[config.mk]
export PLATFORM = sky130hd
export DESIGN_NAME = ray_dispatcher
export DESIGN_NICKNAME = d
export VERILOG_FILES = /design/src/rtl/ray_dispatcher.sv
export SDC_FILE = /design/constraint.sdc
export NUM_CORES = 1
export LEC_CHECK = 0
export CAP_MARGIN = 20
export CORE_MARGIN = 5
export CORE_UTILIZATION = 52
export DETAILED_ROUTE_END_ITERATION = 7
export PLACE_DENSITY = 0.85
export SYNTH_ARGS = -nofsm -noshare
export SYNTH_HDL_FRONTEND = slang
export SYNTH_SLANG_ARGS = --single-unit
[constraint.sdc]
create_clock -name clock -period 4.5 [get_ports clock]
set_input_delay 0.675 -clock clock [delete_from_list [all_inputs] [get_ports clock]]
set_output_delay 0.675 -clock clock [all_outputs]
set_load 0.02 [all_outputs]
[src/rtl/ray_dispatcher.sv]
// ray_dispatcher: single-entry ray buffer issued round-robin to ready units
module ray_dispatcher #(
    parameter int POSITION_WIDTH = 16,
    parameter int ADDRESS_WIDTH  = 32,
    parameter int UNITS          = 4,
    parameter int COUNT_WIDTH    = 24
) (
    input  logic                        clock,
    input  logic                        reset,
    input  logic                        flush,
    input  logic                        inStart,
    input  logic [3*POSITION_WIDTH-1:0] inRayV,
    input  logic [ADDRESS_WIDTH-1:0]    inAddress,
    output logic                        inReady,
    output logic                        inBusy,
    output logic [UNITS-1:0]            outStart,
    output logic [3*POSITION_WIDTH-1:0] outRayV,
    output logic [ADDRESS_WIDTH-1:0]    outAddress,
    input  logic [UNITS-1:0]            unitReady,
    input  logic [UNITS-1:0]            unitBusy,
    output logic [COUNT_WIDTH-1:0]      dispatched
);
    localparam int RW = 3 * POSITION_WIDTH;
    localparam int PW = $clog2(UNITS);
    localparam int LI = UNITS - 1;
    localparam logic [PW:0]   UN   = UNITS[PW:0];
    localparam logic [PW-1:0] LAST = LI[PW-1:0];
    typedef enum logic {EMPTY, FULL} state_t;
    state_t state_q, state_d;
    logic [RW-1:0] buf_ray_q, buf_ray_d, out_ray_q, out_ray_d;
    logic [ADDRESS_WIDTH-1:0] buf_addr_q, buf_addr_d, out_addr_q, out_addr_d;
    logic [UNITS-1:0] out_start_q, out_start_d, elig;
    logic [PW-1:0] ptr_q, ptr_d, grant;
    logic [PW:0] sum, idx;
    logic [COUNT_WIDTH-1:0] cnt_q, cnt_d;
    logic hit;
    // the unit pulsed last cycle is masked because its ready drop lags by one cycle
    always_comb begin
        elig  = unitReady & ~out_start_q;
        hit   = |elig;
        grant = '0;
        sum   = '0;
        idx   = '0;
        for (int k = UNITS - 1; k >= 0; k--) begin
            sum = {1'b0, ptr_q} + k[PW:0];
            idx = (sum >= UN) ? sum - UN : sum;
            if (elig[idx[PW-1:0]]) grant = idx[PW-1:0];
        end
    end
    // buffer state machine, issue and counter; flush overrides everything
    always_comb begin
        state_d     = state_q;
        buf_ray_d   = buf_ray_q;
        buf_addr_d  = buf_addr_q;
        out_start_d = '0;
        out_ray_d   = out_ray_q;
        out_addr_d  = out_addr_q;
        ptr_d       = ptr_q;
        cnt_d       = cnt_q;
        if (flush) begin
            state_d = EMPTY;
            cnt_d   = '0;
        end else if (state_q == EMPTY) begin
            if (inStart) begin
                state_d    = FULL;
                buf_ray_d  = inRayV;
                buf_addr_d = inAddress;
            end
        end else if (hit) begin
            state_d     = EMPTY;
            out_start_d = {{(UNITS-1){1'b0}}, 1'b1} << grant;
            out_ray_d   = buf_ray_q;
            out_addr_d  = buf_addr_q;
            ptr_d       = (grant == LAST) ? '0 : grant + 1'b1;
            cnt_d       = cnt_q + 1'b1;
        end
    end
    // state registers, cleared asynchronously
    always_ff @(posedge clock or negedge reset) begin
        if (!reset) begin
            state_q     <= EMPTY;
            buf_ray_q   <= '0;
            buf_addr_q  <= '0;
            out_start_q <= '0;
            out_ray_q   <= '0;
            out_addr_q  <= '0;
            ptr_q       <= '0;
            cnt_q       <= '0;
        end else begin
            state_q     <= state_d;
            buf_ray_q   <= buf_ray_d;
            buf_addr_q  <= buf_addr_d;
            out_start_q <= out_start_d;
            out_ray_q   <= out_ray_d;
            out_addr_q  <= out_addr_d;
            ptr_q       <= ptr_d;
            cnt_q       <= cnt_d;
        end
    end
    assign inReady    = (state_q == EMPTY);
    assign inBusy     = (state_q == FULL) | (|out_start_q) | (|unitBusy);
    assign outStart   = out_start_q;
    assign outRayV    = out_ray_q;
    assign outAddress = out_addr_q;
    assign dispatched = cnt_q;
endmodule

### Word-level counts from Yosys, hierarchy flattened

Cells that the tools add are included.

| storage, ports and cells | value |
|---|---|
| bits in registers | 191 |
| input bits | 92 |
| output and inout bits | 110 |
| logic and storage cells | 68 |

| operators by class | value |
|---|---|
| add/subtract/negate cells | 9 |
| order comparisons | 8 |
| equality and inequality tests | 1 |
| shifts and indexed selects | 1 |
| multiplexer cells | 27 |
| bitwise logic cells | 6 |
| reduce and logical (&&, ||, !) cells | 8 |

Operators with widths:

| kind | count |
|---|---|
| two-way mux 24 bit | 3 |
| adder 24 x 1 -> 24 bit (second input constant) | 1 |
| two-way mux 2 bit | 9 |
| less-than comparator 2 x 3 -> 1 bit (second input constant) | 4 |
| two-way mux 4 bit | 3 |
| OR reduction 4 bit | 3 |
| greater-or-equal comparator 3 bit (second input constant) | 3 |
| binary-select mux 1 bit (select 2 bit) | 4 |
| two-way mux 1 bit | 8 |
| subtractor 2 x 1 -> 2 bit (second input constant) | 4 |
| adder 2 x 2 -> 3 bit (second input constant) | 2 |
| AND reduction 3 bit | 2 |
| bitwise AND 4 bit | 1 |
| inverter 4 bit | 1 |
| nonzero test 2 bit | 2 |
| << shifter 1 x 2 -> 4 bit (first input constant) | 1 |
| adder 2 x 1 -> 3 bit (second input constant) | 1 |
| greater-or-equal comparator 2 x 3 -> 1 bit (second input constant) | 1 |
| adder 2 x 1 -> 2 bit (second input constant) | 1 |
| equality test 2 bit (second input constant) | 1 |
| inverter 1 bit | 2 |
| OR 1 bit | 2 |
| AND reduction 2 bit | 1 |

### Logic depth before layout (Yosys ltp)

| depth | value |
|---|---|
| word-level depth | 13 |
| mapped depth | 8 |
| depth with buffers taken out | 8 |

### Least setup slack after synthesis

No wires, ideal clock.

| timing | value |
|---|---|
| path type | input-to-reg |
| from | input unitReady[2] |
| to | register out_ray_q[17], in the netlist outRayV[17] |
| setup time | 128 ps |
| arrival | 1845 ps |
| required time | 4372 ps |
| slack | 2527 ps |
| stages | 6 |
| path buffers | 2 |
| path through | nand2b_1 a41o_4 nor2_4 buf_4 buf_4 mux2_1 |

| between the ends | value |
|---|---|
| word-level cells in the longest chain between the ends | 3 |

RTL lines:

| item | RTL line | source |
|---|---|---|
| from (decl) | 19 | `input logic [UNITS-1:0] unitReady,` |
| bitwise AND 4 bit | 39 | `elig = unitReady & ~out_start_q;` |
| OR reduction 4 bit | 40 | `hit = \|elig;` |
| AND reduction 3 bit (no source line) | n/a |  |
| to (signal assigned) | 94 | `out_ray_q <= out_ray_d;` |
| to (decl) | 30 | `logic [RW-1:0] buf_ray_q, buf_ray_d, out_ray_q, out_ray_d;` |

Every way passes these cells.
A chain may end at the register's enable or synchronous reset.

### Worst setup path in the final report

| timing | value |
|---|---|
| from | input unitBusy[1] |
| to | output inBusy |

| between the ends | value |
|---|---|
| word-level cells in the longest chain between the ends | 2 |

RTL lines:

| item | RTL line | source |
|---|---|---|
| from (decl) | 20 | `input logic [UNITS-1:0] unitBusy,` |
| OR reduction 4 bit | 101 | `assign inBusy = (state_q == FULL) \| (\|out_start_q) \| (\|unitBusy);` |
| OR 1 bit | 101 |  |
| to (decl) | 15 | `output logic inBusy,` |

Every way passes these cells.

==> out/metrics.csv <==
metric,value,unit
outcome,completed,
vias per inst,5.37,
starting density of the core,0.530,
Area contributors post-synth,"dfrtp_1, mux2_2, mux2_1, xnor2_1, nor4_2",
Mapped Avg Cell Area,14.7,um2
final core occ,0.725,
post-CTS sizing,0,
num ports,202,
CP arrival,1.97,ns
initial antenna violation count,0,
final slew viol count,0,
Comb pwr share,0.294,
Die Span Y,131,um
Synth top area share,0.623,
Syn Inst Count,523,
TritonCTS clock tree,yes,
Clock Latency Late Sink,0.42,ns
Total GRT Usage,0.203,
# rows,44,
"Net Count, Synth",620,
Tcrit/Tclk final,0.587,
CORE AREA,14500,um2
Worst EP required,3.83,ns
ANT cells,0,
Clk pwr share,0.277,
most instantiated cells after synthesis,"dfrtp_1, mux2_2, mux2_1, nor2_1",
Post-synth EDFFs,0,
Worst setup EP type,primary output,
crit-path max FO,1,
final setup margin,1.86,ns
Crit Path Category,input pin to primary output,
switching pwr,1.65,mW
# setup viols final,0,
Die W,131,um
Power Internal,3.97,mW
Post-DP HPWL,11900,um
fin nets,821,
most common flop cell mapped by yosys,dfrtp_1,
Num Clock Sinks,191,
Die ar.,17300,um2
share of layout cells above drive strength 1,0.177,
Yosys warnings,0,
"Distinct cells, synth",40,
clock buffer count from CTS,17,
crit start category,input pin,
first-pass GRT wire length,28600,um
Worst Hold Class,input pin to asynchronous set/reset pin,
DRC viols,0,
"Seq/Total Area, Yosys",0.623,
Most common cell on crit path,clkdlybuf4s50_1,
post-CTS setup buffer count,0,
drt pass-1 iters,5,
post-cts hold buffer count,0,
GRT overflow,0,
detailed-route via count,4942,
area grow syn2layout,36.9,%
root buf cell,clkbuf_16,
"Reg clk slew, reported paths",0.07,ns
skew final,0.00814,ns
setup slack at placement,1.69,ns
Port Buf Inserts,201,
CTS Buffer Depth,2,
sw frac,0.294,
post-synthesis cell type with the largest combined area,dfrtp_1,
largest net degree at the start of global routing,111,
routability congestion estimate,0.792,
#FFs+latches synth,191,
fmax,378,MHz
unrepaired setup endpoints after global routing,no,
vias in the first global route,5368,
setup TNS,0,ns
final hold violation count,0,
critical path's slowest cell,clkdlybuf4s50_1,
Pwr per Cell Area,535,nW/um2
Syn Std Cell Area,7670,um2
Relative slew margins,0.655,
Reg power frac,0.429,
fill count,965,
min cycle time layout,2.64,ns
Max Cap Viol,0,
VDD IR max,0.338,mV
share of flip-flops with an asynchronous set or reset,1.00,
Pleak,4.34,nW
Worst Tran Pin Value,0.510,ns
"reg-to-reg slack, setup",2.34,ns
most common cell in the netlist,dfrtp_1,
initial DRC count,282,
ANT nets after route,0,
Routed wire per std cell,18.8,um
critical path cell sequence,clkdlybuf4s50_1 > nor4_1 > nand3_1 > clkdlybuf4s50_1,
DRT Wirelength,17300,um
CP max stage delay,0.55,ns
H-tree depth,4,
## power by group through the flow
| stage | combinational (mW) | clock, mW | sequential [mW] |
|---|---|---|---|
| 3_3_place_gp | 1.61 | 0 | 2.40 |
| 4_1_cts | 1.68 | 1.59 | 2.41 |
| 3_5_place_dp | 1.67 | 0 | 2.44 |
| 5_1_grt | 1.76 | 1.66 | 2.47 |
| 6_report | 1.65 | 1.56 | 2.41 |
| 2_1_floorplan | 0.459 | 0 | 2.74 |
## worst max-delay path, delay by kind of cell
family / cells / cell delay, ns
buffers and inverters: 2 / 0.96
and+or+nand+nor: 2 / 0.34
## layout by cell type, fill, tap and decap left out, types with 7 or more instances in the layout
| master | instances |
|---|---|
| dfrtp_1 | 191 |
| xnor2_1 | 18 |
| nor2_1 | 22 |
| clkbuf_16 | 17 |
| nor4_2 | 7 |
| mux2_1 | 80 |
| clkdlybuf4s50_1 | 200 |
| a21oi_1 | 8 |
| mux2_2 | 81 |
| nand3_1 | 7 |
| nor3_1 | 12 |
| nand2_1 | 18 |
## area by class of cell
cell class	count	area [um2]	area share
Sequential cell	191	4780	0.455
Multi-Input combinational cell	305	2760	0.263
Timing Repair Buffer	206	2110	0.201
Clock buffer	23	488	0.0465
Tap cell	184	230	0.0219
Clock inverter	8	129	0.0123
Inverter	3	11.3	0.00107
## flip-flops by register name (all words and copies together) (netlist names)
register and count:
outRayV 48, outStart 4, ptr_q 2, buf_addr_q 32, dispatched 24, state_q 1, buf_ray_q 48, outAddress 32
## per-layer routing
metal  global-route usage  vias to the layer above  wire length [um]
met4               0.0474                        0               151
li1                     -                     2241                 -
met1                0.255                     2535              7070
met2                0.342                      150              8810
met3               0.0703                       16              1220
met5                    0                        -                 0
## worst paths after layout
check                        startpoint             end  depth (start not counted)
min reg2reg                buf_ray_q[9]      outRayV[9]                          1
min                               reset   dispatched[6]                          1
min in group clock         buf_ray_q[9]      outRayV[9]                          1
max                         unitBusy[1]          inBusy                          4
max reg2reg                 outStart[2]  outAddress[25]                          5
max in group asynchronous         reset     outRayV[46]                          2
## stage by stage
stage | std cells | power [mW] | hold WS (ns) | cell area, um2
after detailed placement | 888 | 4.11 | 0.476 | 9860
after CTS | 919 | 5.68 | 0.412 | 10500
final | 920 | 5.62 | 0.0428 | 10500
after floorplan | 523 | 3.20 | 0.379 | 7670
after global routing | 920 | 5.89 | 0.0246 | 10500
after global placement | 888 | 4.02 | 0.466 | 9860
## cells by family after synthesis
kind of cell,count (synthesis),share of synthesized area
simple gates,95,0.0706
buf+inv,27,0.0179
fa+ha+maj,5,0.00816
mux,162,0.238
xor+xnor,20,0.0228
compound gates,23,0.0196
flops,191,0.623
Note: power is estimated with default switching activity, not from simulation.
